===== src/rtl/multicycle_controller.sv =====
// multicycle_controller: multi-cycle RV32 control FSM sharing one memory port between fetch and data access.
module multicycle_controller #(
  parameter bit ENABLE_IMM_ALU = 1'b1,
  parameter int CNT_W = 32
) (
  input  logic             clk,
  input  logic             rst,
  input  logic [31:0]      instruction,
  input  logic             zero,
  input  logic             mem_ready,
  output logic             mem_req,
  output logic             mem_read,
  output logic             mem_write,
  output logic             i_or_d,
  output logic             ir_write,
  output logic             pc_write,
  output logic             pc_src,
  output logic [1:0]       alu_op,
  output logic             alu_src,
  output logic             reg_write,
  output logic             mem_to_reg,
  output logic             illegal,
  output logic [CNT_W-1:0] instret,
  output logic [2:0]       state
);
  typedef enum logic [2:0] {FETCH = 3'd0, DECODE = 3'd1, EXEC = 3'd2, MEM = 3'd3, WB = 3'd4, TRAP = 3'd5} state_t;
  typedef enum logic [2:0] {C_R, C_LOAD, C_STORE, C_BRANCH, C_IMM, C_ILL} cls_t;
  state_t           state_q, state_d;
  cls_t             cls_q, cls_d, dec_cls;
  logic             retire, taken;
  logic [6:0]       op;
  logic [CNT_W-1:0] instret_q;
  logic             unused_bits;
  assign op          = instruction[6:0];
  assign taken       = zero ^ instruction[12];
  assign unused_bits = ^{instruction[31:13], instruction[11:7]};
  assign dec_cls = (op == 7'b0110011) ? C_R :
                   (op == 7'b0000011) ? C_LOAD :
                   (op == 7'b0100011) ? C_STORE :
                   (op == 7'b1100011) ? C_BRANCH :
                   (ENABLE_IMM_ALU && op == 7'b0010011) ? C_IMM : C_ILL;
  assign instret = instret_q;
  assign state   = state_q;
  // Every control output is gated by rst so the memory request drops the instant reset asserts.
  always_comb begin
    state_d    = state_q;
    cls_d      = cls_q;
    retire     = 1'b0;
    mem_req    = 1'b0;
    mem_read   = 1'b0;
    mem_write  = 1'b0;
    i_or_d     = 1'b0;
    ir_write   = 1'b0;
    pc_write   = 1'b0;
    pc_src     = 1'b0;
    alu_op     = 2'b00;
    alu_src    = 1'b0;
    reg_write  = 1'b0;
    mem_to_reg = 1'b0;
    illegal    = 1'b0;
    if (!rst) begin
      case (state_q)
        FETCH: begin
          mem_req  = 1'b1;
          mem_read = 1'b1;
          ir_write = mem_ready;
          pc_write = mem_ready;
          state_d  = mem_ready ? DECODE : FETCH;
        end
        DECODE: begin
          cls_d   = dec_cls;
          state_d = (dec_cls == C_ILL) ? TRAP : EXEC;
        end
        EXEC: begin
          alu_op   = (cls_q == C_R) ? 2'b10 : (cls_q == C_IMM) ? 2'b11 : (cls_q == C_BRANCH) ? 2'b01 : 2'b00;
          alu_src  = cls_q inside {C_IMM, C_LOAD, C_STORE};
          pc_write = (cls_q == C_BRANCH) && taken;
          pc_src   = (cls_q == C_BRANCH) && taken;
          retire   = (cls_q == C_BRANCH);
          state_d  = (cls_q inside {C_R, C_IMM}) ? WB : (cls_q inside {C_LOAD, C_STORE}) ? MEM : FETCH;
        end
        MEM: begin
          mem_req   = 1'b1;
          i_or_d    = 1'b1;
          mem_read  = (cls_q == C_LOAD);
          mem_write = (cls_q == C_STORE);
          retire    = mem_ready && (cls_q != C_LOAD);
          state_d   = !mem_ready ? MEM : (cls_q == C_LOAD) ? WB : FETCH;
        end
        WB: begin
          reg_write  = 1'b1;
          mem_to_reg = (cls_q == C_LOAD);
          retire     = 1'b1;
          state_d    = FETCH;
        end
        TRAP: illegal = 1'b1;
        default: state_d = FETCH;
      endcase
    end
  end
  always_ff @(posedge clk or posedge rst) begin
    if (rst) begin
      state_q   <= FETCH;
      cls_q     <= C_R;
      instret_q <= '0;
    end else begin
      state_q   <= state_d;
      cls_q     <= cls_d;
      instret_q <= instret_q + CNT_W'(retire);
    end
  end
endmodule


===== config.mk =====
export PLATFORM = sky130hd
export DESIGN_NAME = multicycle_controller
export DESIGN_NICKNAME = d
export VERILOG_FILES = /design/src/rtl/multicycle_controller.sv
export SDC_FILE = /design/constraint.sdc
export NUM_CORES = 1
export LEC_CHECK = 0
export CAP_MARGIN = 40
export CORE_MARGIN = 3
export CORE_UTILIZATION = 43
export DETAILED_ROUTE_END_ITERATION = 16
export GPL_TIMING_DRIVEN = 0
export PLACE_DENSITY = 0.8
export SLEW_MARGIN = 30
export SYNTH_ARGS = -nofsm -noshare
export SYNTH_HDL_FRONTEND = slang
export SYNTH_SLANG_ARGS = --single-unit

===== constraint.sdc =====
create_clock -name clk -period 3.56 [get_ports clk]
set_clock_uncertainty 0.1 [all_clocks]
set_input_delay 0.712 -clock clk [delete_from_list [all_inputs] [get_ports clk]]
set_output_delay 0.712 -clock clk [all_outputs]
set_load 0.05 [all_outputs]

Word level (Yosys, flattened, before mapping)

Cells that the tools add are included.

Add/subtract/negate cells: 1
Equal/unequal tests: 16
Muxes and demuxes: 41
Bitwise operators: 3
Reduce and logical (&&, ||, !) cells: 10

Operator list:

| kind                                           | count |
|---|---|
| adder 32 x 1 -> 32 bit                         | 1 |
| 2-to-1 mux 1 bit                               | 24 |
| 2-to-1 mux 3 bit                               | 8 |
| case mux 3 bit (5 select lines)                | 1 |
| == test 7 x 6 -> 1 bit (second input constant) | 2 |
| == test 3 x 2 -> 1 bit (second input constant) | 4 |
| == test 3 bit (second input constant)          | 4 |
| 2-to-1 mux 2 bit                               | 5 |
| == test 7 x 2 -> 1 bit (second input constant) | 1 |
| == test 7 x 5 -> 1 bit (second input constant) | 1 |
| == test 7 bit (second input constant)          | 1 |
| == test 3 x 1 -> 1 bit (second input constant) | 2 |
| zero test 3 bit                                | 2 |
| case mux 1 bit (2 select lines)                | 2 |
| AND reduction 2 bit                            | 2 |
| nonzero test 2 bit                             | 2 |
| != test 3 x 1 -> 1 bit (second input constant) | 1 |
| case mux 1 bit (3 select lines)                | 1 |
| nonzero test 3 bit                             | 1 |
| logical AND 1 bit                              | 2 |
| NOT 1 bit                                      | 2 |
| OR reduction 2 bit                             | 1 |
| XOR 1 bit                                      | 1 |

Register bits: 38
Word-level logic and storage cells: 74

Logic depth before layout (Yosys ltp)

Gate-level depths: netlist (run 1).

Word-level depth: 9
Mapped depth: 10

Least setup slack after synthesis (run 1)

OpenSTA, ideal clock, no wires.

Kind: input to output
Start: input rst
End: output mem_write
Arrival time: 3.883 ns
Data required time: 2.748 ns
Slack: -1.135 ns
Stages: 3
Buffers on the path: 0
Cell sequence: inv_1 > and3_1 > nor4b_1

Word-level cells in the longest chain between the ends: 1

RTL lines:

| item             | RTL line | RTL |
|---|---|---|
| start, declared  | 7        | `input logic rst,` |
| 2-to-1 mux 1 bit | 61       | `if (!rst) begin` |
| end, declared    | 13       | `output logic mem_write,` |

No other way between the ends.

Worst setup path after layout (run 1)

Start: register cls_q[0]
End: output mem_to_reg

Word-level cells in the longest chain between the ends: 3

RTL lines:

| item                   | RTL line | RTL |
|---|---|---|
| start, declared        | 29       | `cls_t cls_q, cls_d, dec_cls;` |
| start signal, assigned | 108      | `cls_q <= cls_d;` |
| == test 3 x 1 -> 1 bit | 92       | `mem_to_reg = (cls_q == C_LOAD);` |
| 2-to-1 mux 1 bit       | 62       | `case (state_q)` |
| 2-to-1 mux 1 bit       | 61       |  |
| end, declared          | 21       | `output logic mem_to_reg,` |

No other way between the ends.

==> results of run 1 <==
-- metal layers --
layer  up-vias  track usage (%)  routed length, um  share of wire [%]
li1        858                -                  -                  -
met1       812            21.99               2065                 45
met2        60            30.93               2218                 49
met3         5            4.324                254                5.6
met4         0            4.545                 27               0.59
met5         -                0                  0                  0
-- state kept, by name (all words and copies together) (netlist names) --
name     cells
instret     32
state        3
cls_q        3
-- final cells by class --
type                    count  area (um^2)
clock buffers               5        68.82
clock inverters             3        40.04
multi-input cells         150         1039
inverters                  10        41.29
plain buffers               6        30.03
repair inverters            1        5.005
flip-flops and latches     38        950.9
repair buffers             61        618.1
well taps                  52        65.06
fillers                   372         1587
-- repair_timing --
item | in CTS | in global routing
gates resized for setup | 9 | 5
setup endpoints to repair | 10 | 21
hold buffers | 0 | 0
cloned | 1 | 0
buffers inserted | 1 | 0
-- power groups by stage --
stage               clock network [uW]  registers [uW]  logic [uW]
CTS                                361             521         470
finish                             357             522         467
global placement                     0             527         464
global route                       374             529         500
detailed placement                   0             527         471
floorplan                            0             644         196
-- how the worst max path moves through the flow --
stage / from / endpoint / slack [ps] / cells after the start
final: cls_q[0] / mem_to_reg / 300 / 4
after global routing: cls_q[0] / mem_to_reg / 160 / 4
after CTS: rst / alu_op[1] / 4 / 4
after detailed placement: rst / mem_write / -350 / 5
after global placement: rst / mem_write / -750 / 5
after floorplan: rst / instret[12] / 160 / 10
-- cells in the mapped netlist --
cell	instances	share of area (%)
o211a_1	1	0.50
xor2_1	4	1.7
o221ai_1	1	0.43
nor2_1	22	4.1
a21o_1	2	0.74
nor4b_1	1	0.43
dfrtp_1	38	47
and2_1	1	0.31
buf_6	1	0.56
clkbuf_1	5	0.93
a2bb2oi_1	1	0.43
o32a_1	1	0.50
nand3_1	12	3.0
nand4bb_1	1	0.56
o21a_1	1	0.37
nand2_1	15	2.8
nand3b_1	2	0.74
o2bb2ai_1	1	0.43
inv_1	10	1.9
o21ai_0	1	0.25
and3_2	1	0.37
or4b_1	1	0.50
ha_1	2	1.2
nand4_4	1	1.1
nor3_1	6	1.5
o22ai_1	2	0.62
nor3b_1	2	0.74
and4_1	1	0.43
nand4_1	12	3.7
nand2b_1	3	0.93
xnor2_1	29	13
a21oi_1	9	2.2
and4b_1	1	0.50
nor4_4	2	2.1
a22oi_1	1	0.37
nor2b_1	1	0.31
or2_2	2	0.62
and3_1	4	1.2
nand4b_1	2	0.87
nor4_1	1	0.31
-- cells by family after synthesis --
group | after synthesis | share of synthesized area (%)
xor gates and xnor gates | 33 | 14.32
AOI/OAI and AO/OA | 21 | 6.881
DFF | 38 | 47.12
buffers and inverters | 16 | 3.348
and+or+nand+nor | 94 | 27.09
adders and majority gates | 2 | 1.240
-- per-stage QoR --
stage               setup TNS [ps]  power [uW]  cell area, um^2  util, %
floorplan                        0       839.3             2037        -
global placement            -13820       990.3             2693    60.59
detailed placement           -4341       998.8             2720    61.21
CTS                              0        1352             2836    63.82
global route                     0        1402             2858    64.30
finish                           0        1345             2858    64.30
==> out/results.txt, run 1 <==
Share of final-layout standard cells stronger than drive strength 1 = 8.759%
CP max stage delay = 800 ps
Starting DRC count in detailed routing = 85
Clock slew at reported path FFs = 80 ps
P per Cell Area = 470.8 nW/um^2
Cell with the biggest individual delay on the critical path = clkdlybuf4s50_1
Proportion of total power due to net switching = 38.01%
Slew @ Worst Pin = 517.0 ps
Slack of the worst reg-to-reg path = 650 ps
Cell leakage power = 0.001221 uW
First-pass detailed-route iteration total = 4
Worst Setup Slack, final = 301.7 ps
Clock power share = 26.5%
Post-synthesis net count = 242
Arrival @ worst endpoint = 2450 ps
Global placement routability congestion = 0.9026
Post-place setup slack = -354.6 ps
Leading cell type in the layout, fill and taps excluded = clkdlybuf4s50_1
Area of the core region = 4444 um^2
P_int = 834.0 uW
Chain of cells forming the critical path = clkbuf_1 > nor3b_1 > and2_1 > clkdlybuf4s50_1
Worst hold-check path type = reg -> reg
Wire length of the first global-routing pass = 7638 um
Upper clock frequency limit = 0.3069 GHz
Unrepaired setup endpoints after global routing = false
Hold slack = 377.4 ps
Launch point of the worst reg-to-reg path = state[2]
Die area = 5552 um^2
Syn-to-layout area delta = 41.60%
Post-DR wirelength/cell = 14.01 um
HPWL Detailed = 3324 um
Clock insertion delay at the later pin of the skew report = 280 ps
Average instance area after synthesis = 9.893 um^2
Count of buffers inserted at the top-level ports = 59
Kind of cell with the highest combined delay on the critical path = buffers and inverters
Critical Path End Type = output port
Reg-to-reg critical path endpoint = instret[20]
Final Non-Filler Cells = 326
All-Layer GR Usage = 17.74%
Most used cells in the layout excluding fill and tap cells = 50 x clkdlybuf4s50_1, 38 x dfrtp_1, 29 x xnor2_1, 21 x nor2_1, 15 x nand2_1
Final ANT Viol Nets = 0
Fin. Hold Viols = 0
Register share of total power = 38.8%
Library cell used as clock root buffer = clkbuf_8
Worst-case clock buffer depth = 2
Hold Startpoint = instret[31]
Max-capacitance violation count = 0
Destination of the worst hold path = instret[31]
Seq/Total Area, Yosys = 47.12%
Largest net degree at the start of global routing = 22
Antenna cells = 0
Placed instance count = 316
Number of library cell types mapped by synthesis = 40
Combined buffer and inverter count along the critical path = 2
Share of the cycle needed by the critical path after routing = 91.53%
Post-synthesis register bit count = 38
VDD IR max = 246.9 uV
Net Switching = 511.4 uW
Mapped Cells = 204
Final Routed Wirelength = 4566 um
Data required time of the worst path = 2750 ps
Number of cells on the worst reg-to-reg path = 10
Via density per instance = 5.322
Net total in the final layout = 311
CTS tree = done
DRC violations left = 0
Starting density of the core = 45.41%
Die Ht = 74.51 um
Hold path cells = 1
Relative slew slack = 65.43%
Row cnt = 24
GRT overflow = 0
Crit-path max FO = 10
Start-to-end type of the worst setup path = reg -> out
Share of total power in combinational logic = 34.7%
Number of warning messages in the yosys log = 0
Level count of the clock H-tree = 2
Critical path startpoint category = flop
X dimension of the die = 74.51 um
Result of the run = finished clean
Number of top-level pins = 84
CTS Sinks = 38
Number of slew-limit violations in the final report = 0
Via count of the first global-routing pass = 1705
Final setup violating endpoints = 0
Vias = 1735
Initial antenna violation count = 0
Number of buffers created by CTS = 5
Synthesized area = 2018 um^2
Fin crit period = 3258 ps
(Power assumes the default switching activity.)
==> inputs of run 2 (changes only) <==
--- a/config.mk
+++ b/config.mk
@@ -6,6 +6,7 @@
 export NUM_CORES = 1
 export LEC_CHECK = 0
 export CAP_MARGIN = 40
+export CORE_ASPECT_RATIO = 1.75
 export CORE_MARGIN = 3
 export CORE_UTILIZATION = 43
 export DETAILED_ROUTE_END_ITERATION = 16
==> out/results.txt, run 2 (same netlist as run 1, synthesis figures left out) <==
HPWL Detailed = 3632 um (was 3324 um)
Final ANT Viol Nets = 0 (unchanged)
P per Cell Area = 449.5 nW/um^2 (was 470.8 nW/um^2)
Proportion of total power due to net switching = 40.23% (was 38.01%)
Register share of total power = 40.8% (was 38.8%)
Unrepaired setup endpoints after global routing = false (unchanged)
Row cnt = 32 (was 24)
Placed instance count = 315 (was 316)
X dimension of the die = 57.79 um (was 74.51 um)
CTS Sinks = 38 (unchanged)
Hold path cells = 1 (unchanged)
Starting density of the core = 45.01% (was 45.41%)
First-pass detailed-route iteration total = 4 (unchanged)
Via count of the first global-routing pass = 1713 (was 1705)
GRT overflow = 0 (unchanged)
Relative slew slack = 51.60% (was 65.43%)
Share of final-layout standard cells stronger than drive strength 1 = 9.091% (was 8.759%)
Net total in the final layout = 313 (was 311)
Critical path startpoint category = flop (unchanged)
Final setup violating endpoints = 0 (unchanged)
Worst hold-check path type = reg -> reg (unchanged)
Upper clock frequency limit = 0.3080 GHz (was 0.3069 GHz)
Cell leakage power = 0.001239 uW (was 0.001221 uW)
Number of buffers created by CTS = 5 (unchanged)
Worst-case clock buffer depth = 2 (unchanged)
All-Layer GR Usage = 17.91% (was 17.74%)
Area after detailed placement = 2711 um^2 (was 2720 um^2)
Worst Setup Slack, final = 313.1 ps (was 301.7 ps)
Wire length of the first global-routing pass = 7990 um (was 7638 um)
Number of cells on the worst reg-to-reg path = 10 (unchanged)
P_int = 763.4 uW (was 834.0 uW)
Vias = 1762 (was 1735)
Data required time of the worst path = 2750 ps (about the same)
Cell area after layout = 2841 um^2 (was 2858 um^2)
Syn-to-layout area delta = 40.79% (was 41.60%)
Fin. Hold Viols = 0 (unchanged)
Share of the cycle needed by the critical path after routing = 91.21% (was 91.53%)
Clock power share = 21.8% (was 26.5%)
VDD IR max = 514.1 uV (was 246.9 uV)
Crit-path max FO = 10 (unchanged)
Clock slew at reported path FFs = 80 ps (about the same)
Final Routed Wirelength = 4817 um (was 4566 um)
Global placement routability congestion = 0.8054 (was 0.9026)
CTS tree = done (unchanged)
Net Switching = 513.8 uW (was 511.4 uW)
Antenna cells = 0 (unchanged)
Fin crit period = 3247 ps (was 3258 ps)
Largest register FFs = 32 (unchanged)
Starting DRC count in detailed routing = 59 (was 85)
Max-capacitance violation count = 0 (unchanged)
DRC violations left = 0 (unchanged)
Number of slew-limit violations in the final report = 0 (unchanged)
Die Ht = 96.63 um (was 74.51 um)
Most used cells in the layout excluding fill and tap cells = 51 x clkdlybuf4s50_1, 38 x dfrtp_1, 29 x xnor2_1, 21 x nor2_1, 15 x nand2_1 (was 50 x clkdlybuf4s50_1, 38 x dfrtp_1, 29 x xnor2_1, 21 x nor2_1, 15 x nand2_1)
Final Non-Filler Cells = 326 (unchanged)
Die area = 5583 um^2 (was 5552 um^2)
Post-DR wirelength/cell = 14.78 um (was 14.01 um)
Number of filler cells placed in the layout = 375 (was 372)
Area of the core region = 4484 um^2 (was 4444 um^2)
Level count of the clock H-tree = 2 (unchanged)
Library cell used as clock root buffer = clkbuf_8 (unchanged)
Number of top-level pins = 84 (unchanged)
Hold slack = 383.1 ps (was 377.4 ps)
Arrival @ worst endpoint = 2430 ps (was 2450 ps)
Post-place setup slack = -365.9 ps (was -354.6 ps)
Critical Path End Type = output port (unchanged)
Clock insertion delay at the later pin of the skew report = 290 ps (was 280 ps)
Start-to-end type of the worst setup path = reg -> out (unchanged)
Share of total power in combinational logic = 37.4% (was 34.7%)
Count of buffers inserted at the top-level ports = 59 (unchanged)
Slew @ Worst Pin = 719.4 ps (was 517.0 ps)
Result of the run = finished clean (unchanged)
Via density per instance = 5.405 (was 5.322)
Initial antenna violation count = 0 (unchanged)
Largest net degree at the start of global routing = 28 (was 22)
Leading cell type in the layout, fill and taps excluded = clkdlybuf4s50_1 (unchanged)
[run 2: changes by cell type in the layout (fill, tap and decap cells not counted), sizes merged]
| cell | before | now |
|---|---|---|
| clkdlybuf4s50 | 50 | 51 |
| bufinv | 1 | 0 |
| clkinvlp | 2 | 1 |
| dlymetal6s2s | 1 | 3 |
| buf | 3 | 6 |
| dlygate4sd2 | 8 | 5 |
[run 2: power by group through the flow]
| stage | clock network [uW] | registers (uW) | logic [uW] |
|---|---|---|---|
| detailed placement | 0 | 527 | 475 |
| finish | 279 | 521 | 477 |
| global placement | 0 | 527 | 468 |
| global route | 298 | 529 | 510 |
| floorplan | 0 | 644 | 196 |
| CTS | 282 | 519 | 480 |
[run 2: what timing repair did]
action                     in CTS  in global routing
hold buffers                    0                  0
setup endpoints to repair      13                 23
setup buffers                   3                  1
pin swaps                       0                  2
resized for setup               6                  7
[run 2: final timing paths]
path                              from          end  slack [ps]
max                           cls_q[0]   mem_to_reg         310
min                        instret[31]  instret[31]         380
max reg2reg                   state[2]  instret[12]         620
min reg2reg                instret[31]  instret[31]         380
max in group asynchronous          rst   instret[8]        2530
min in group asynchronous          rst   instret[0]         480
[run 2: cell type report]
| class | instances | area, um^2 | share of cell area [%] |
|---|---|---|---|
| multi-input cells | 150 | 1035 | 36.42 |
| flip-flops and latches | 38 | 950.9 | 33.47 |
| well taps | 51 | 63.81 | 2.246 |
| plain buffers | 6 | 30.03 | 1.057 |
| clock inverters | 2 | 10.01 | 0.3523 |
| repair buffers | 64 | 641.9 | 22.59 |
| inverters | 10 | 41.29 | 1.453 |
| clock buffers | 5 | 68.82 | 2.422 |
[run 2: routing by layer]
| metal | track usage [%] | wire length, um |
|---|---|---|
| met4 | 6.429 | 97 |
| met1 | 21.13 | 1909 |
| met2 | 30.40 | 2531 |
| met5 | 0 | 0 |
| met3 | 4.673 | 279 |
[run 2: through the flow]
stage	TNS [ps]	util, %	power, uW
2_1_floorplan	0	-	839.3
3_3_place_gp	-15520	60.02	995.1
3_5_place_dp	-4267	60.46	1002
4_1_cts	0	62.70	1282
5_1_grt	0	63.37	1337
6_report	0	63.37	1277
[run 2: worst max-delay path: stages, from the launching register on]
cell and delay (ps):
dfrtp_1 350, clkbuf_1 380, nor3b_1 430, and2_1 190, clkdlybuf4s50_1 800
